**src/rtl/uart_tx_arbiter.sv**
```systemverilog
// uart_tx_arbiter: round-robin packet arbiter sharing one UART transmitter among NUM_REQ byte streams
module uart_tx_arbiter #(
  parameter int NUM_REQ       = 4,
  parameter int DATA_LEN      = 8,
  parameter int IDLE_TIMEOUT  = 1024,
  parameter int START_TIMEOUT = 16
) (
  input  logic                         clk,
  input  logic                         rst,
  input  logic [NUM_REQ-1:0]           req_valid,
  input  logic [NUM_REQ*DATA_LEN-1:0]  req_data,
  input  logic [NUM_REQ-1:0]           req_last,
  output logic [NUM_REQ-1:0]           req_ready,
  output logic [NUM_REQ-1:0]           grant,
  output logic                         busy,
  output logic                         lock_drop,
  output logic                         tx_err,
  output logic [DATA_LEN-1:0]          uart_tx_data,
  output logic                         uart_tx_load,
  input  logic                         uart_tx_empty
);
  localparam int PW = $clog2(NUM_REQ);
  localparam int IW = $clog2(IDLE_TIMEOUT);
  localparam int SW = $clog2(START_TIMEOUT);
  typedef enum logic [1:0] {ARB, LOAD, WAIT_BUSY, WAIT_EMPTY} state_t;
  state_t state;
  logic [PW-1:0] ptr, win, gidx;
  logic [IW-1:0] idle_cnt;
  logic [SW-1:0] start_cnt;
  logic last_q, hs;
  // descending scan so the nearest requester after ptr wins
  always_comb begin
    win = ptr;
    for (int k = NUM_REQ; k >= 1; k--)
      if (req_valid[PW'((int'(ptr) + k) % NUM_REQ)]) win = PW'((int'(ptr) + k) % NUM_REQ);
  end
  always_comb begin
    gidx = '0;
    for (int i = 0; i < NUM_REQ; i++) if (grant[i]) gidx = PW'(i);
  end
  assign req_ready = (state == LOAD) ? grant & req_valid : '0;
  assign hs = |req_ready;
  always_ff @(posedge clk or negedge rst) begin
    if (!rst) begin
      state <= ARB;
      grant <= '0;
      busy <= 1'b0;
      ptr <= PW'(NUM_REQ - 1);
      idle_cnt <= '0;
      start_cnt <= '0;
      last_q <= 1'b0;
      uart_tx_data <= '0;
      uart_tx_load <= 1'b0;
      lock_drop <= 1'b0;
      tx_err <= 1'b0;
    end else begin
      uart_tx_load <= 1'b0;
      lock_drop <= 1'b0;
      tx_err <= 1'b0;
      case (state)
        ARB: if (uart_tx_empty && |req_valid) begin
          grant <= NUM_REQ'(1) << win;
          busy <= 1'b1;
          state <= LOAD;
        end
        LOAD: if (hs) begin
          uart_tx_data <= req_data[int'(gidx)*DATA_LEN +: DATA_LEN];
          last_q <= |(req_last & grant);
          uart_tx_load <= 1'b1;
          idle_cnt <= '0;
          state <= WAIT_BUSY;
        end else if (idle_cnt == IW'(IDLE_TIMEOUT - 1)) begin
          lock_drop <= 1'b1;
          ptr <= gidx;
          grant <= '0;
          busy <= 1'b0;
          idle_cnt <= '0;
          state <= ARB;
        end else if (~&idle_cnt) idle_cnt <= idle_cnt + 1'b1;
        WAIT_BUSY: if (!uart_tx_empty) begin
          start_cnt <= '0;
          state <= WAIT_EMPTY;
        end else if (start_cnt == SW'(START_TIMEOUT - 1)) begin
          tx_err <= 1'b1;
          ptr <= gidx;
          grant <= '0;
          busy <= 1'b0;
          start_cnt <= '0;
          state <= ARB;
        end else start_cnt <= start_cnt + 1'b1;
        WAIT_EMPTY: if (uart_tx_empty) begin
          if (last_q) begin
            ptr <= gidx;
            grant <= '0;
            busy <= 1'b0;
            state <= ARB;
          end else state <= LOAD;
        end
        default: state <= ARB;
      endcase
    end
  end
endmodule
```
**config.mk**
```make
export PLATFORM = sky130hd
export DESIGN_NAME = uart_tx_arbiter
export DESIGN_NICKNAME = d
export VERILOG_FILES = /design/src/rtl/uart_tx_arbiter.sv
export SDC_FILE = /design/constraint.sdc
export NUM_CORES = 1
export LEC_CHECK = 0
export CAP_MARGIN = 10
export CELL_PAD_IN_SITES_DETAIL_PLACEMENT = 0
export CELL_PAD_IN_SITES_GLOBAL_PLACEMENT = 2
export CORE_UTILIZATION = 33
export DETAILED_ROUTE_END_ITERATION = 6
export DONT_BUFFER_PORTS = 1
export PLACE_DENSITY_LB_ADDON = 0.1
export SLEW_MARGIN = 5
export SYNTH_ARGS = -nofsm -noshare
export SYNTH_HDL_FRONTEND = slang
export SYNTH_SLANG_ARGS = --single-unit
```
**constraint.sdc**
```tcl
create_clock -name clk -period 1.7 [get_ports clk]
set_input_delay 0.085 -clock clk [delete_from_list [all_inputs] [get_ports clk]]
set_output_delay 0.085 -clock clk [all_outputs]
set_load 0.005 [all_outputs]
```
==> run metrics, run 1 <==
status complete, no violations; Final Critical Period 1.65 ns; Peak VDD IR 0.000622 V; layout cells sized above 1 16.9%; sequential share of the synthesized area 42.6%; Hold Crit Class primary input to register; Worst path slowest cell or3_4; Worst Max-Slew Pin Slew 0.411 ns; GRT overflow 0; # diodes 0; P_leak 1.02 nW; pin count of the biggest net entering global routing 36; wire per inst 17.5 µm; synthesis-stage register bit count 35; Startpoint Class register; final instance area 0.00241 mm²; CTS clock-pin slew for the worst setup and hold paths 0.07 ns; Crit Path Class register to register; # rows 28; crit-path cells nand4_1 > or3_4 > buf_4 > a31oi_1 > nor2_1; Post-Route Skew 0.00481 ns; final hold vios 0; EDFF count, synth 0; die area 0.00657 mm²; initial antenna violation count 0; WL met3 399 µm; DP Wirelength 4020 µm; crit-path leading delay family simple AND/OR/NAND/NOR gates; Fin Setup TNS 0 ns; Mapped Cells 229; DP Area 0.00220 mm²; Avg Cell Area, Syn 9.01 µm²; Initial Util 34.4%; clk sinks 35; slowest stage delay, CP 0.46 ns; first-pass GRT wire length 8480 µm; area delta synth->final 17.0%; RSZ-0062 raised after global routing yes; fin. max-slew vios 0; # nets final 286; setup violators final 0; Iter 0 DRT Violations 89; Via density 5.56; die height 81.1 µm; Rel. slew slack 72.4%; IO Count 63; Ys Warns 0; via count 1761; asr flop ratio synth 100%; fin worst setup slack 0.0458 ns; Power Density 1710 mW/mm²; Mapped Nets 274; Worst Path Required 1.88 ns; root buf cell clkbuf_8; Worst Path Max Fanout 6; metal2 WL 2640 µm; CTS tree built; dpl ws 0.0325 ns; wire length on met1 2440 µm; die width 81.1 µm; Post-route DRC 0; DR top layer met4; CP Capture Type register; Crit path buffers/inverters 1; # H-tree levels 2; Initial DRT Pass Iterations 6; CP arrival 1.83 ns; Port Buffer Count 0; Global Route Usage Sum 17.4%; number of global-route vias before repair 1713; Routed Antenna Nets 0; Post-CTS Setup Inserts 0; max capacitance violation total 0; gpl congestion 0.796; detailed-route wire length 5540 µm; Cell Area, Synth 0.00206 mm²; Core Area 0.00599 mm²; TritonCTS Buffers 5; Netlist cell types 48; Main synth FF type dfrtp_1; CTS Buffer Depth 2; hold slack 0.00860 ns; f_max 605 MHz; final worst path period share 97.3%; Clock Latency Late Sink 0.29 ns
## through the flow
step | utilization [%] | instances | power (mW)
after global routing | 40.3 | 317 | 4.48
after CTS | 39.7 | 317 | 4.13
after floorplan | - | 229 | 2.72
final | 40.3 | 317 | 4.13
after detailed placement | 36.7 | 304 | 3.28
after global placement | 36.7 | 304 | 3.22
## worst paths after layout
path                                     startpoint                  endpoint  slack [ns]  cells after the start
max                         idle_cnt[7]$_DFFE_PN0P_   idle_cnt[2]$_DFFE_PN0P_        0.05                      5
min                                    req_valid[3]      grant[3]$_DFFE_PN0P_       0.009                      2
max reg2reg                 idle_cnt[7]$_DFFE_PN0P_   idle_cnt[2]$_DFFE_PN0P_        0.05                      5
min reg2reg                start_cnt[1]$_DFFE_PN0P_  start_cnt[1]$_DFFE_PN0P_        0.52                      2
max in group asynchronous                       rst        ptr[0]$_DFFE_PN1P_        1.20                      2
min in group asynchronous                       rst       lock_drop$_DFF_PN0_        0.24                      2
## cell usage after synthesis (4+ instances only)
| library cell | number | area share [%] |
|---|---|---|
| a22o_1 | 4 | 1.7 |
| a31oi_1 | 9 | 2.7 |
| and3_1 | 4 | 1.2 |
| buf_2 | 6 | 1.5 |
| clkbuf_1 | 7 | 1.3 |
| dfrtp_1 | 33 | 40 |
| inv_1 | 8 | 1.5 |
| mux2i_1 | 19 | 9.2 |
| nand2_1 | 29 | 5.3 |
| nand2b_1 | 5 | 1.5 |
| nor2_1 | 16 | 2.9 |
| nor3_1 | 7 | 1.7 |
| o21ai_0 | 25 | 6.1 |
| o2bb2ai_1 | 4 | 1.7 |
## worst register-to-register path, stage by stage (launching register included)
cell and delay, ns:
dfrtp_1 0.40, nand4_1 0.28, or3_4 0.46, buf_4 0.17, a31oi_1 0.17, nor2_1 0.06
## sequential cells by signal, summed over array words and instances (netlist names)
| register | count |
|---|---|
| grant | 4 |
| ptr | 2 |
| last_q | 1 |
| start_cnt | 4 |
| state | 2 |
| idle_cnt | 10 |
| uart_tx_load | 1 |
| uart_tx_data | 8 |
| busy | 1 |
| tx_err | 1 |
| lock_drop | 1 |
## placed cells by master (no fill, tap or decap), drive strengths merged, types with 3 or more instances in the layout
cell,n
a22o,4
a31oi,9
and3,4
buf,17
clkbuf,6
dfrtp,33
dlygate4sd3,4
inv,9
mux2i,19
nand2,29
nand2b,5
nand3,4
nand4,3
nor2,16
nor2b,3
nor3,8
o21ai,27
o2bb2ai,4
o311a,4
o31ai,3
xnor2,3
## cell type report
type | instances | area [µm²]
sequential | 35 | 878
inverter | 9 | 33.8
tap | 75 | 93.8
timing repair buffer | 21 | 180
multi-input combinational | 169 | 1110
fill | 604 | 3580
clock inverter | 2 | 35.0
clock buffer | 6 | 82.6
## routing by layer
layer | up-vias | track usage [%]
met5 | - | 0
met4 | 0 | 7.32
met3 | 9 | 4.04
met2 | 60 | 27.3
met1 | 841 | 22.9
li1 | 851 | -
## logic make-up (layout without fill, tap and decap cells)
logic type               after synthesis  in the layout  synth area share, %
adder cells (fa/ha/maj)                2              2                 1.21
XOR/XNOR                               3              3                 1.27
AND/OR/NAND/NOR                       78             78                 18.1
multiplexers                          19             19                 9.22
buffers and inverters                 25             38                 5.52
flip-flops                            35             35                 42.6
AO/OA/AOI/OAI                         67             67                 22.1
## power breakdown
part / internal [mW] / switching, mW
sequential: 1.17 / 0.301
combinational: 0.816 / 1.04
clock: 0.475 / 0.318
total: 2.46 / 1.66
## repair_timing
item,in CTS,in global routing
endpoints found under the hold margin,38,0
hold buffers,5,0
setup endpoints to repair,0,12
resized for setup,0,7
Note: power is estimated with default switching activity, not from simulation.
==> run 2: changes to the inputs <==
--- a/config.mk
+++ b/config.mk
@@ -5,12 +5,12 @@
 export SDC_FILE = /design/constraint.sdc
 export NUM_CORES = 1
 export LEC_CHECK = 0
+export BUFFER_PORTS_ARGS = -buffer_cell sky130_fd_sc_hd__buf_2
 export CAP_MARGIN = 10
 export CELL_PAD_IN_SITES_DETAIL_PLACEMENT = 0
 export CELL_PAD_IN_SITES_GLOBAL_PLACEMENT = 2
-export CORE_UTILIZATION = 33
+export CORE_UTILIZATION = 27
 export DETAILED_ROUTE_END_ITERATION = 6
-export DONT_BUFFER_PORTS = 1
 export PLACE_DENSITY_LB_ADDON = 0.1
 export SLEW_MARGIN = 5
 export SYNTH_ARGS = -nofsm -noshare
==> run 2 against run 1 <==
Register-to-register slack about the same. Clock skew is 0.0020 ns lower. Die area increased by 22%. Largest cell class unchanged. Highest routed layer unchanged. Sequential cell count stayed put. Cell area rose by 13%. Critical path depth increased by 1. Combinational power up 15%. Critical path type unchanged. Via count up 12%. Largest power group unchanged. Routed wire length rose by 7.3%.
==> run metrics, run 2 (same netlist as run 1, synthesis figures left out) <==
GRT met2 Usage 23.4% (was 27.3%); most common cell after layout, fill and taps aside buf_2 (was dfrtp_1); die width 89.4 µm (was 81.1 µm); Clock Latency Late Sink 0.28 ns (was 0.29 ns); commonest non-fill, non-tap cells in the layout buf_2, dfrtp_1, nand2_1, o21ai_0, buf_4 (was dfrtp_1, nand2_1, o21ai_0, mux2i_1); met1 track demand over resource 21.7% (was 22.9%); Most flops, register idle_cnt (unchanged); max capacitance violation total 0 (unchanged); CTS tree built (unchanged); non-filler cells, final 407 (was 317); Worst Path Max Fanout 5 (was 6); fin. max-slew vios 0 (unchanged); CTS Buffer Depth 2 (unchanged); Core Area 0.00733 mm² (was 0.00599 mm²); gpl congestion 0.749 (was 0.796); initial antenna violation count 0 (unchanged); # H-tree levels 2 (unchanged); root buf cell clkbuf_8 (unchanged); Initial DRT Pass Iterations 4 (was 6); Via density 4.85 (was 5.56); Routed Antenna Nets 0 (unchanged); via count 1974 (was 1761); P_leak 1.29 nW (was 1.02 nW); area occupied by multi-input gates 0.00112 mm² (was 0.00111 mm²); CP arrival 1.81 ns (was 1.83 ns); # diodes 0 (unchanged); Fill cells 788 (was 604); # nets final 352 (was 286); setup violators final 0 (unchanged); Worst Max-Slew Pin Slew 0.480 ns (was 0.411 ns); first-pass GRT wire length 9360 µm (was 8480 µm); hold slack 0.0777 ns (was 0.00860 ns); detailed-route wire length 5950 µm (was 5540 µm); GRT overflow 0 (unchanged); IO Count 63 (unchanged); # rows 31 (was 28); layout cells sized above 1 35.1% (was 16.9%); Crit Path Class register to register (unchanged); Hold Crit Class primary input to register (unchanged); status complete, no violations (unchanged); slowest stage delay, CP 0.43 ns (was 0.46 ns); CP Capture Type register (unchanged); max reg flops 10 (unchanged); Initial Util 28.1% (was 34.4%); CTS clock-pin slew for the worst setup and hold paths 0.07 ns (about the same); routing usage on met3 2.95% (was 4.04%); wire per inst 14.6 µm (was 17.5 µm); pin count of the biggest net entering global routing 36 (unchanged); final hold vios 0 (unchanged); final worst path period share 96.7% (was 97.3%); Global Route Usage Sum 15.6% (was 17.4%); Register Area 878 µm² (unchanged); die area 0.00800 mm² (was 0.00657 mm²); Post-Route Skew 0.00285 ns (was 0.00481 ns); clk sinks 35 (unchanged); placed insts 397 (was 304); number of global-route vias before repair 1881 (was 1713); Iter 0 DRT Violations 76 (was 89); Post-route DRC 0 (unchanged); Rel. slew slack 68.0% (was 72.4%); area delta synth->final 32.6% (was 17.0%); Worst Path Required 1.87 ns (was 1.88 ns); Port Buffer Count 62 (was 0); Peak VDD IR 0.000628 V (was 0.000622 V); crit-path cells ha_2 > nand3_2 > or3_4 > buf_4 > a31oi_1 > nor2_1 (was nand4_1 > or3_4 > buf_4 > a31oi_1 > nor2_1); biggest regs idle_cnt x10, uart_tx_data x8 (unchanged); RSZ-0062 raised after global routing yes (unchanged); grt peak-use layer met2 (unchanged); TritonCTS Buffers 5 (unchanged); Final Critical Period 1.64 ns (was 1.65 ns); Worst path slowest cell or3_4 (unchanged); DP Wirelength 4350 µm (was 4020 µm); Startpoint Class register (unchanged); die height 89.4 µm (was 81.1 µm); f_max 608 MHz (was 605 MHz); Power Density 1510 mW/mm² (was 1710 mW/mm²)
==> run 2: path summary, 6_finish.rpt <==
| check | start | to | slack (ns) | depth (start not counted) |
|---|---|---|---|---|
| worst max-delay path | idle_cnt[1]$_DFFE_PN0P_ | idle_cnt[2]$_DFFE_PN0P_ | 0.06 | 6 |
| worst min-delay path | uart_tx_empty | start_cnt[1]$_DFFE_PN0P_ | 0.08 | 3 |
| worst max register to register | idle_cnt[1]$_DFFE_PN0P_ | idle_cnt[2]$_DFFE_PN0P_ | 0.06 | 6 |
| worst min register to register | uart_tx_data[6]$_DFFE_PN0P_ | uart_tx_data[6]$_DFFE_PN0P_ | 0.47 | 2 |
| max in group asynchronous | rst | ptr[1]$_DFFE_PN1P_ | 0.97 | 3 |
| min in group asynchronous | rst | idle_cnt[5]$_DFFE_PN0P_ | 0.37 | 3 |
==> run 2: area by class of cell <==
| cell class | count | area share (%) |
|---|---|---|
| clock buffers | 7 | 2.79 |
| well taps | 99 | 4.53 |
| clock inverters | 1 | 0.183 |
| multi-input cells | 169 | 40.9 |
| repair buffers | 87 | 18.3 |
| flip-flops and latches | 35 | 32.1 |
| inverters | 9 | 1.23 |
==> run 2: repair_timing <==
| item | 4_1_cts | 5_1_grt |
|---|---|---|
| setup buffers | 0 | 1 |
| hold buffers | 1 | 0 |
| gates resized for setup | 1 | 7 |
| hold endpoints to repair | 33 | 0 |
| pin swaps | 0 | 1 |
| setup endpoints to repair | 1 | 10 |
==> run 2: report_power, final <==
group	leakage (nW)	internal [mW]	switching, mW	total (mW)
Sequential	0.448	1.17	0.260	1.43
Clock	0.0422	0.288	0.295	0.583
Combinational	0.797	0.980	1.15	2.13
Total	1.29	2.44	1.70	4.14
==> run 2: metrics by stage <==
stage	setup WS, ns	total power, mW	utilization, %	setup TNS, ns	instance area [µm²]
CTS	0.0461	4.13	36.7	0	2690
global route	-0.0285	4.52	37.3	-0.0390	2740
finish	0.0563	4.14	37.3	0	2740
global placement	0.0576	3.52	35.4	0	2590
detailed placement	0.00474	3.52	35.4	0	2590
floorplan	0.00284	2.72	-	0	2070
==> run 2: worst max-delay path, delay by kind of cell, from the launching register on <==
family	cells	cell delay (ns)
compound gates	1	0.18
buf+inv	1	0.17
fa+ha+maj	1	0.21
flops	1	0.36
simple gates	3	0.63
==> run 2: metal layers <==
| metal | wire, µm | part of all wire (%) | vias to the layer above |
|---|---|---|---|
| met3 | 211 | 3.5 | 6 |
| met2 | 2780 | 47 | 45 |
| met4 | 78 | 1.3 | 0 |
| li1 | - | - | 985 |
| met5 | 0 | 0 | - |
| met1 | 2880 | 48 | 938 |
